==> src/rtl/vga_timing_aot_pkg.sv <==
// Shared constants and types for the VGA raster timing generator.
// Holds the default 640x480@60 timing, the default look-ahead depth,
// the whole-line/whole-frame helper constants and a position struct.
package vga_timing_aot_pkg;

  localparam int unsigned DEF_H_VISIBLE_AREA = 640;
  localparam int unsigned DEF_H_FRONT_PORCH  = 16;
  localparam int unsigned DEF_H_SYNC_PULSE   = 96;
  localparam int unsigned DEF_H_BACK_PORCH   = 48;
  localparam int unsigned DEF_V_VISIBLE_AREA = 480;
  localparam int unsigned DEF_V_FRONT_PORCH  = 10;
  localparam int unsigned DEF_V_SYNC_PULSE   = 2;
  localparam int unsigned DEF_V_BACK_PORCH   = 33;

  // Depth of the downstream drawing pipeline; default look-ahead.
  localparam int unsigned PIPELINE_STAGES = 2;

  localparam int unsigned DEF_H_WHOLE_LINE = DEF_H_VISIBLE_AREA + DEF_H_FRONT_PORCH
                                           + DEF_H_SYNC_PULSE + DEF_H_BACK_PORCH;
  localparam int unsigned DEF_V_WHOLE_LINE = DEF_V_VISIBLE_AREA + DEF_V_FRONT_PORCH
                                           + DEF_V_SYNC_PULSE + DEF_V_BACK_PORCH;

  localparam int unsigned DEF_H_ADDR_WIDTH = $clog2(DEF_H_WHOLE_LINE);
  localparam int unsigned DEF_V_ADDR_WIDTH = $clog2(DEF_V_WHOLE_LINE);

  typedef struct packed {
    logic [DEF_H_ADDR_WIDTH-1:0] x;
    logic [DEF_V_ADDR_WIDTH-1:0] y;
  } vga_pos_t;

endpackage

==> src/rtl/vga_timing_aot_raster_counter.sv <==
// vga_raster_counter: beam position and frame counter registers.
// Ports: vga_pix_clk (clock), rst (sync, active-high), pix_ce (advance
// enable), sx/sy (current column/row), frame_cnt (completed frames).
module vga_raster_counter
  import vga_timing_aot_pkg::*;
#(
  parameter int unsigned H_WHOLE_LINE = DEF_H_WHOLE_LINE,
  parameter int unsigned V_WHOLE_LINE = DEF_V_WHOLE_LINE,
  parameter int unsigned H_ADDR_WIDTH = $clog2(H_WHOLE_LINE),
  parameter int unsigned V_ADDR_WIDTH = $clog2(V_WHOLE_LINE),
  parameter int unsigned FRAME_CNT_W  = 16
) (
  input  logic                    vga_pix_clk,
  input  logic                    rst,
  input  logic                    pix_ce,
  output logic [H_ADDR_WIDTH-1:0] sx,
  output logic [V_ADDR_WIDTH-1:0] sy,
  output logic [FRAME_CNT_W-1:0]  frame_cnt
);

  localparam logic [H_ADDR_WIDTH-1:0] H_LAST = H_ADDR_WIDTH'(H_WHOLE_LINE - 1);
  localparam logic [V_ADDR_WIDTH-1:0] V_LAST = V_ADDR_WIDTH'(V_WHOLE_LINE - 1);

  always_ff @(posedge vga_pix_clk) begin
    if (rst) begin
      sx        <= '0;
      sy        <= '0;
      frame_cnt <= '0;
    end else if (pix_ce) begin
      if (sx == H_LAST) begin
        sx <= '0;
        if (sy == V_LAST) begin
          sy        <= '0;
          frame_cnt <= frame_cnt + 1'b1;
        end else begin
          sy <= sy + 1'b1;
        end
      end else begin
        sx <= sx + 1'b1;
      end
    end
  end

endmodule

==> src/rtl/vga_timing_aot.sv <==
// vga_timing_aot: VGA raster timing generator with look-ahead position.
// Ports: vga_pix_clk, rst (sync, active-high), pix_ce (pixel advance);
// sx/sy, display_enabled, hsync, vsync: current beam;
// sx_aot/sy_aot, display_enabled_aot: beam LEAD pixels ahead;
// line_stb_aot, frame_stb_aot, frame_stb: pix_ce-qualified pulses;
// frame_cnt: completed frames (wrapping).
// Only sx/sy/frame_cnt are registered; everything else is decoded
// combinationally so it has zero latency relative to sx/sy.
module vga_timing_aot
  import vga_timing_aot_pkg::*;
#(
  parameter int unsigned H_VISIBLE_AREA = DEF_H_VISIBLE_AREA,
  parameter int unsigned H_FRONT_PORCH  = DEF_H_FRONT_PORCH,
  parameter int unsigned H_SYNC_PULSE   = DEF_H_SYNC_PULSE,
  parameter int unsigned H_BACK_PORCH   = DEF_H_BACK_PORCH,
  parameter int unsigned V_VISIBLE_AREA = DEF_V_VISIBLE_AREA,
  parameter int unsigned V_FRONT_PORCH  = DEF_V_FRONT_PORCH,
  parameter int unsigned V_SYNC_PULSE   = DEF_V_SYNC_PULSE,
  parameter int unsigned V_BACK_PORCH   = DEF_V_BACK_PORCH,
  parameter int unsigned LEAD           = PIPELINE_STAGES,
  parameter logic        HS_POL         = 1'b0,
  parameter logic        VS_POL         = 1'b0,
  parameter int unsigned FRAME_CNT_W    = 16,
  localparam int unsigned H_WHOLE_LINE  = H_VISIBLE_AREA + H_FRONT_PORCH + H_SYNC_PULSE + H_BACK_PORCH,
  localparam int unsigned V_WHOLE_LINE  = V_VISIBLE_AREA + V_FRONT_PORCH + V_SYNC_PULSE + V_BACK_PORCH,
  localparam int unsigned H_ADDR_WIDTH  = $clog2(H_WHOLE_LINE),
  localparam int unsigned V_ADDR_WIDTH  = $clog2(V_WHOLE_LINE)
) (
  input  logic                    vga_pix_clk,
  input  logic                    rst,
  input  logic                    pix_ce,
  output logic [H_ADDR_WIDTH-1:0] sx,
  output logic [V_ADDR_WIDTH-1:0] sy,
  output logic                    display_enabled,
  output logic                    hsync,
  output logic                    vsync,
  output logic [H_ADDR_WIDTH-1:0] sx_aot,
  output logic [V_ADDR_WIDTH-1:0] sy_aot,
  output logic                    display_enabled_aot,
  output logic                    line_stb_aot,
  output logic                    frame_stb_aot,
  output logic                    frame_stb,
  output logic [FRAME_CNT_W-1:0]  frame_cnt
);

  if (LEAD >= H_WHOLE_LINE) begin : g_lead_check
    $error("vga_timing_aot: LEAD must be less than H_WHOLE_LINE");
  end

  // One extra bit so sums and window ends never overflow.
  localparam int unsigned HX = H_ADDR_WIDTH + 1;
  localparam int unsigned VX = V_ADDR_WIDTH + 1;

  localparam logic [HX-1:0] H_LAST_X   = HX'(H_WHOLE_LINE - 1);
  localparam logic [HX-1:0] H_WHOLE_X  = HX'(H_WHOLE_LINE);
  localparam logic [HX-1:0] LEAD_X     = HX'(LEAD);
  localparam logic [HX-1:0] H_VIS_X    = HX'(H_VISIBLE_AREA);
  localparam logic [HX-1:0] HS_START_X = HX'(H_VISIBLE_AREA + H_FRONT_PORCH);
  localparam logic [HX-1:0] HS_END_X   = HX'(H_VISIBLE_AREA + H_FRONT_PORCH + H_SYNC_PULSE);
  localparam logic [VX-1:0] V_VIS_X    = VX'(V_VISIBLE_AREA);
  localparam logic [VX-1:0] VS_START_X = VX'(V_VISIBLE_AREA + V_FRONT_PORCH);
  localparam logic [VX-1:0] VS_END_X   = VX'(V_VISIBLE_AREA + V_FRONT_PORCH + V_SYNC_PULSE);
  localparam logic [V_ADDR_WIDTH-1:0] V_LAST = V_ADDR_WIDTH'(V_WHOLE_LINE - 1);

  vga_raster_counter #(
    .H_WHOLE_LINE (H_WHOLE_LINE),
    .V_WHOLE_LINE (V_WHOLE_LINE),
    .H_ADDR_WIDTH (H_ADDR_WIDTH),
    .V_ADDR_WIDTH (V_ADDR_WIDTH),
    .FRAME_CNT_W  (FRAME_CNT_W)
  ) u_counter (
    .vga_pix_clk (vga_pix_clk),
    .rst         (rst),
    .pix_ce      (pix_ce),
    .sx          (sx),
    .sy          (sy),
    .frame_cnt   (frame_cnt)
  );

  logic [HX-1:0] sx_x;
  logic [HX-1:0] sx_sum;
  logic [HX-1:0] sx_aot_x;
  logic [VX-1:0] sy_x;
  logic [VX-1:0] sy_aot_x;
  logic          hs_act;
  logic          vs_act;

  assign sx_x   = {1'b0, sx};
  assign sy_x   = {1'b0, sy};
  assign sx_sum = sx_x + LEAD_X;

  // Look-ahead crossing the end of the line moves to the next row,
  // and past the last row back to row 0.
  always_comb begin
    sx_aot = sx_sum[H_ADDR_WIDTH-1:0];
    sy_aot = sy;
    if (sx_sum > H_LAST_X) begin
      sx_aot = H_ADDR_WIDTH'(sx_sum - H_WHOLE_X);
      sy_aot = (sy == V_LAST) ? '0 : sy + 1'b1;
    end
  end

  assign sx_aot_x = {1'b0, sx_aot};
  assign sy_aot_x = {1'b0, sy_aot};

  assign display_enabled     = (sx_x < H_VIS_X) && (sy_x < V_VIS_X);
  assign display_enabled_aot = (sx_aot_x < H_VIS_X) && (sy_aot_x < V_VIS_X);

  assign hs_act = (sx_x >= HS_START_X) && (sx_x < HS_END_X);
  assign vs_act = (sy_x >= VS_START_X) && (sy_x < VS_END_X);
  assign hsync  = hs_act ? HS_POL : ~HS_POL;
  assign vsync  = vs_act ? VS_POL : ~VS_POL;

  assign line_stb_aot  = pix_ce && (sx_aot == '0);
  assign frame_stb_aot = line_stb_aot && (sy_aot == '0);
  assign frame_stb     = pix_ce && (sx == '0) && (sy == '0);

endmodule

==> config.mk <==
export PLATFORM = sky130hd
export DESIGN_NAME = vga_timing_aot
export DESIGN_NICKNAME = d
export VERILOG_FILES = /design/src/rtl/vga_timing_aot_pkg.sv /design/src/rtl/vga_timing_aot_raster_counter.sv /design/src/rtl/vga_timing_aot.sv
export SDC_FILE = /design/constraint.sdc
export NUM_CORES = 1
export LEC_CHECK = 0
export CAP_MARGIN = 10
export CORE_MARGIN = 10
export CORE_UTILIZATION = 25
export CTS_CLUSTER_DIAMETER = 50
export CTS_CLUSTER_SIZE = 30
export DETAILED_ROUTE_END_ITERATION = 12
export GPL_TIMING_DRIVEN = 0
export MAX_ROUTING_LAYER = met4
export SLEW_MARGIN = 20
export SYNTH_ARGS = -nofsm -noshare
export SYNTH_HDL_FRONTEND = slang
export SYNTH_HIERARCHICAL = 1
export SYNTH_SLANG_ARGS = --single-unit
==> constraint.sdc <==
create_clock -name vga_pix_clk -period 4 [get_ports vga_pix_clk]
set_clock_uncertainty 0.2 [all_clocks]
set_input_delay 0.6 -clock vga_pix_clk [delete_from_list [all_inputs] [get_ports vga_pix_clk]]
set_output_delay 0.6 -clock vga_pix_clk [all_outputs]
set_load 0.1 [all_outputs]
## Word level (Yosys, flattened, before mapping)

Index checks and enable logic that the tools add are counted.

- Multiplexer cells: 6
- Reduce and logical (&&, ||, !) cells: 14
- $add $sub $neg: 5
- Equal/unequal tests: 2
- $lt $le $gt $ge: 9

Operators by type and width:

| cell | number |
|---|---|
| $logic_not A10 Y1 | 4 |
| $mux W10 | 4 |
| $lt A10 B10 Y1 const B | 3 |
| $lt A10 B9 Y1 const B | 3 |
| $add A10 B1 Y10 const B | 2 |
| $eq A10 B10 Y1 const B | 2 |
| $add A16 B1 Y16 const B | 1 |
| $add A10 B2 Y11 const B | 1 |
| $gt A11 B10 Y1 const B | 1 |
| $ge A10 B10 Y1 const B | 1 |
| $ge A10 B9 Y1 const B | 1 |
| $sub A10 B10 Y10 const B | 1 |
| $logic_and A1 B1 Y1 | 8 |
| $reduce_and A3 Y1 | 1 |
| $mux W1 | 2 |
| $reduce_and A2 Y1 | 1 |

- Logic and storage cells: 39
- Output and inout bits: 63
- Input port bits: 3
- Register bits after elaboration: 36

## Depth between registers and ports, before layout

- Depth in word-level cells: 6
- Mapped depth: 14
- Gate-level depth less buffers: 12

## By module

Netlist, hierarchy kept.

By module, submodules not included:

| module | area each (sq um) | seq. area each (sq um) | cells an instance | instances |
|---|---|---|---|---|
| vga_raster_counter | 1,790.5 | 720.7 | 212 | 1 |
| vga_timing_aot | 1,213.7 | 0.0 | 164 | 1 |

## Least setup slack after synthesis

No wires, ideal clock.

- Kind: register -> output
- From: reg u_counter.sx[2]
- To: out display_enabled_aot
- Path buffers: 1
- Arrival: 7.730 ns
- Setup slack: -4.530 ns
- Data required time: 3.200 ns
- Cell stages (with the launch flop): 13
- Cell sequence: dfxtp_1 > ha_1 > buf_6 > and3_1 > xnor2_1 > ha_1 > and3_1 > nor4b_1 > a31oi_1 > a31o_2 > o311ai_0 > and2_1 > a31oi_1

- Cells in the longest elaborated chain, start to end: 5
- Elaborated cells on any way between the ends: 8
- Those cells by class: add/sub: 2; order compare: 3; mux: 2; reduce/logical: 1

Ends and longest elaborated chain:

| item | line | source |
|---|---|---|
| start: declaration | vga_timing_aot_raster_counter.sv:16 | `output logic [H_ADDR_WIDTH-1:0] sx,` |
| start signal: assignment | vga_timing_aot_raster_counter.sv:39 | `sx <= sx + 1'b1;` |
| $add A10 B2 Y11 | vga_timing_aot.sv:90 | `assign sx_sum = sx_x + LEAD_X;` |
| $gt A11 B10 Y1 | vga_timing_aot.sv:97 | `if (sx_sum > H_LAST_X) begin` |
| $mux W10 | vga_timing_aot.sv:97 |  |
| via sy_aot[8] | vga_timing_aot.sv:38 | `output logic [V_ADDR_WIDTH-1:0] sy_aot,` |
| $lt A10 B9 Y1 | vga_timing_aot.sv:107 | `assign display_enabled_aot = (sx_aot_x < H_VIS_X) && (sy_aot_x < V_VIS_X);` |
| $logic_and A1 B1 Y1 | vga_timing_aot.sv:107 |  |
| end: declaration | vga_timing_aot.sv:39 | `output logic display_enabled_aot,` |

The timed path passes the listed nets, and every way through them passes these cells.

## Worst setup path in the final report

- From: reg u_counter.sx[1]
- To: out frame_stb_aot

- Cells in the longest elaborated chain, start to end: 6
- Elaborated cells on any way between the ends: 9
- Those cells by class: add/sub: 2; order compare: 1; mux: 2; reduce/logical: 4

Ends and longest elaborated chain:

| item | line | source |
|---|---|---|
| $add A10 B2 Y11 * | vga_timing_aot.sv:90 |  |
| $sub A10 B10 Y10 or $gt A11 B10 Y1 (tied branches) | vga_timing_aot.sv:98, vga_timing_aot.sv:97 |  |
| $mux W10 | vga_timing_aot.sv:97 |  |
| $logic_not A10 Y1 | vga_timing_aot.sv:114 | `assign line_stb_aot = pix_ce && (sx_aot == '0);` |
| $logic_and A1 B1 Y1 | vga_timing_aot.sv:114 |  |
| $logic_and A1 B1 Y1 * | vga_timing_aot.sv:115 | `assign frame_stb_aot = line_stb_aot && (sy_aot == '0);` |
| end: declaration | vga_timing_aot.sv:41 | `output logic frame_stb_aot,` |

Mark *: on every way between the ends. The rest lies on a longest branch, timed or not.

==> reports/qor.csv <==
metric;value;unit
crit_path_start_kind;register;
overflow;0;
fill_cells;1184;
ys_top_cells_by_area;dfxtp_1 (24%), nand3_1 (4.3%), ha_1 (4.2%);
pre_cts_ws;-1510;ps
finalHoldViolCount;0;
status;finished with violations;
core.rowCount;39;
gp_congestion;0.900;
routedWlPerCell;16.5;microns
start_util;25.9;%
first_iter_violations;246;
place_area;4080;sq um
final_core_util;39.4;%
hold_class;reg2reg;
syn_inst;376;
fin_cells;613;
syn_area_per_cell;7.99;sq um
grt.total_usage;11.9;%
cellPowerDensity;196;nW/um^2
ys_async_sr_fraction;0;%
switching_share;26.3;%
maxCapViolCount;0;
dieArea;16800;sq um
io_buffers;65;
ios;66;
rsz0062_at_grt;yes;
die_w;130;microns
drive_above_1_share;26.6;%
cp_cell_sequence;buf_6 -> and2_4 -> nand4_1 -> xor2_2 -> buf_4 -> buf_4 -> ha_1 -> a311o_2 -> a211o_1 -> xnor2_4 -> a2111oi_4 -> and4_4 -> buf_12;
cts_tree;built;
violations;setup timing;
first_pass_iters;4;
p_leak;1.57;nW
dieHeight;130;microns
cp_num_buf_inv;4;
setup_viol;3;
slew_headroom;31.8;%
ys_ff_latch;36;
clk_latency;280;ps
grt_pass1_vias;3145;
p_sw;0.236;mW
syn_area;3000;sq um
grt_max_degree;16;
max_stage_delay;500;ps
place_hpwl;7330;microns
clock_path_buffers;2;
cts_buffers;5;
synthDominantCellAreaShare;24.0;%
antenna_cells;0;
viasPerCell;5.36;
cp.arrival;3480;ps
fin_crit;4280;ps
cts_hold_buf;0;
area_growth;52.4;%
crit_type;reg2out;
clk_pin_slew_worst_paths;60;ps
syn_nets;389;
clkPwrFrac;46.4;%
yosys_warnings;6;
wl;10100;microns
core;11600;sq um
ys_seq_area_share;24.0;%
cpMostUsedCell;buf_4;
drc;0;
fmaxAchievable;233;MHz
nNetsFinal;482;
ant_nets;0;
cts.sinks;36;
whs;295;ps
fin_crit_sh;107;%
synth_edf_count;0;
critPathTopFamily;compound AO/OA/AOI/OAI gates;
placed_cells;584;
fin_area;4580;sq um
setup_ws;-284;ps
drv_slew;0;
crit_slowest_cell;a311o_2;
cp-end-kind;output pin;
max_slew.worst_pin.slew;1020;ps
cp_max_fo;6;
yosys.area.top_type;dfxtp_1;
combPwrFrac;13.0;%
p_seq_share;40.6;%
cts_root_buf;clkbuf_16;
p_int;0.663;mW
vdd_ir_drop_max;0.163;mV
antenna_found_initial;0;
ys.flop_type;dfxtp_1;
ctsHtreeMaxLevel;2;
synth.distinct_cells;69;
grt_pass1_wl;16100;microns
cp.required;3200;ps
num_vias;3283;
logic make-up after synthesis:
kind of cell,after synthesis,share of synthesized area (%)
AO/OA/AOI/OAI,92,21.3
XOR/XNOR,19,6.29
adder cells (fa/ha/maj),10,4.16
buffers and inverters,41,6.62
flip-flops,36,24.0
multiplexers,3,1.17
AND/OR/NAND/NOR,175,36.4
worst paths after layout:
path,end,slack (ps),cells after the start,from
max,frame_stb_aot,-280,13,u_counter/sx[1]
min,u_counter/frame_cnt[15],300,2,u_counter/frame_cnt[15]
max reg2reg,u_counter/frame_cnt[14],1400,7,u_counter/sx[0]
min reg2reg,u_counter/frame_cnt[15],300,2,u_counter/frame_cnt[15]
state kept, by name, summed over array words and instances (netlist names):
register and cells:
u_counter/sy 10, u_counter/frame_cnt 16, u_counter/sx 10
synthesized netlist by cell type (all sizes together) (7+ instances only):
master / count
dfxtp: 36
nand3: 26
a21oi: 24
nand2: 23
nand4: 22
o21ai: 20
nor2: 19
inv: 16
buf: 13
o31ai: 13
or3: 13
or4: 13
clkbuf: 12
xnor2: 11
and3: 10
ha: 10
and2: 8
nor3: 8
xor2: 8
a21o: 7
and4: 7
tightest hold or removal path: cells and delay by family, from the launching register on:
| family | cells | cell delay, ps |
|---|---|---|
| AO/OA/AOI/OAI | 2 | 120 |
| flip-flops | 1 | 320 |
power by group through the flow:
stage	clock (mW)	combinational [mW]	sequential, mW
after floorplan	0	0.0656	0.389
after global placement	0	0.104	0.375
after detailed placement	0	0.106	0.375
after CTS	0.426	0.114	0.365
after global routing	0.444	0.123	0.365
final	0.417	0.117	0.365
per-stage QoR:
stage | TNS (ps) | power (mW)
CTS | -829 | 0.905
global route | -1270 | 0.932
finish | -676 | 0.899
detailed placement | -13710 | 0.481
floorplan | -5650 | 0.455
global placement | -13460 | 0.480
placed cells by master, fill, tap and decap left out, drive strengths merged, types with 4 or more instances in the layout:
cell type / netlist / layout
a21o: 7 / 7
clkbuf: 12 / 19
or4: 13 / 13
nor2: 19 / 19
clkdlybuf4s50: 0 / 46
xnor2: 11 / 11
a31oi: 6 / 6
dfxtp: 36 / 36
xor2: 8 / 8
ha: 10 / 10
and2: 8 / 8
nor3: 8 / 8
nand3: 26 / 26
o31ai: 13 / 13
or3: 13 / 13
nand2b: 5 / 5
nand2: 23 / 23
nor4: 6 / 6
inv: 16 / 15
o21ai: 20 / 20
nand4: 22 / 22
and4: 7 / 7
nor4b: 4 / 4
and3: 10 / 10
buf: 13 / 49
a21oi: 24 / 24
layout make-up:
cell class | instances | area, sq um | area share [%]
Clock buffer | 6 | 150 | 3.28
Buffer | 23 | 116 | 2.54
Multi-Input combinational cell | 299 | 2440 | 53.4
Sequential cell | 36 | 736 | 16.1
Clock inverter | 2 | 12.5 | 0.273
Inverter | 16 | 63.8 | 1.39
Timing Repair Buffer | 88 | 875 | 19.1
Tap cell | 143 | 179 | 3.91
timing repair:
item / CTS / global route
setup buffers: 15 / 9
pin swaps: 10 / 6
setup endpoints to repair: 19 / 16
gates resized for setup: 117 / 30
routing by layer:
layer  share of wire (%)  wire, microns  GRT usage, %  vias to the layer above
met5                   0              0             -                        -
met4                0.80             81          2.38                        0
met3                 5.7            573          2.41                        7
met2                  48           4860          19.7                       83
met1                  45           4590          14.5                     1581
li1                    -              -             -                     1612
Note: power is estimated with default switching activity, not from simulation.
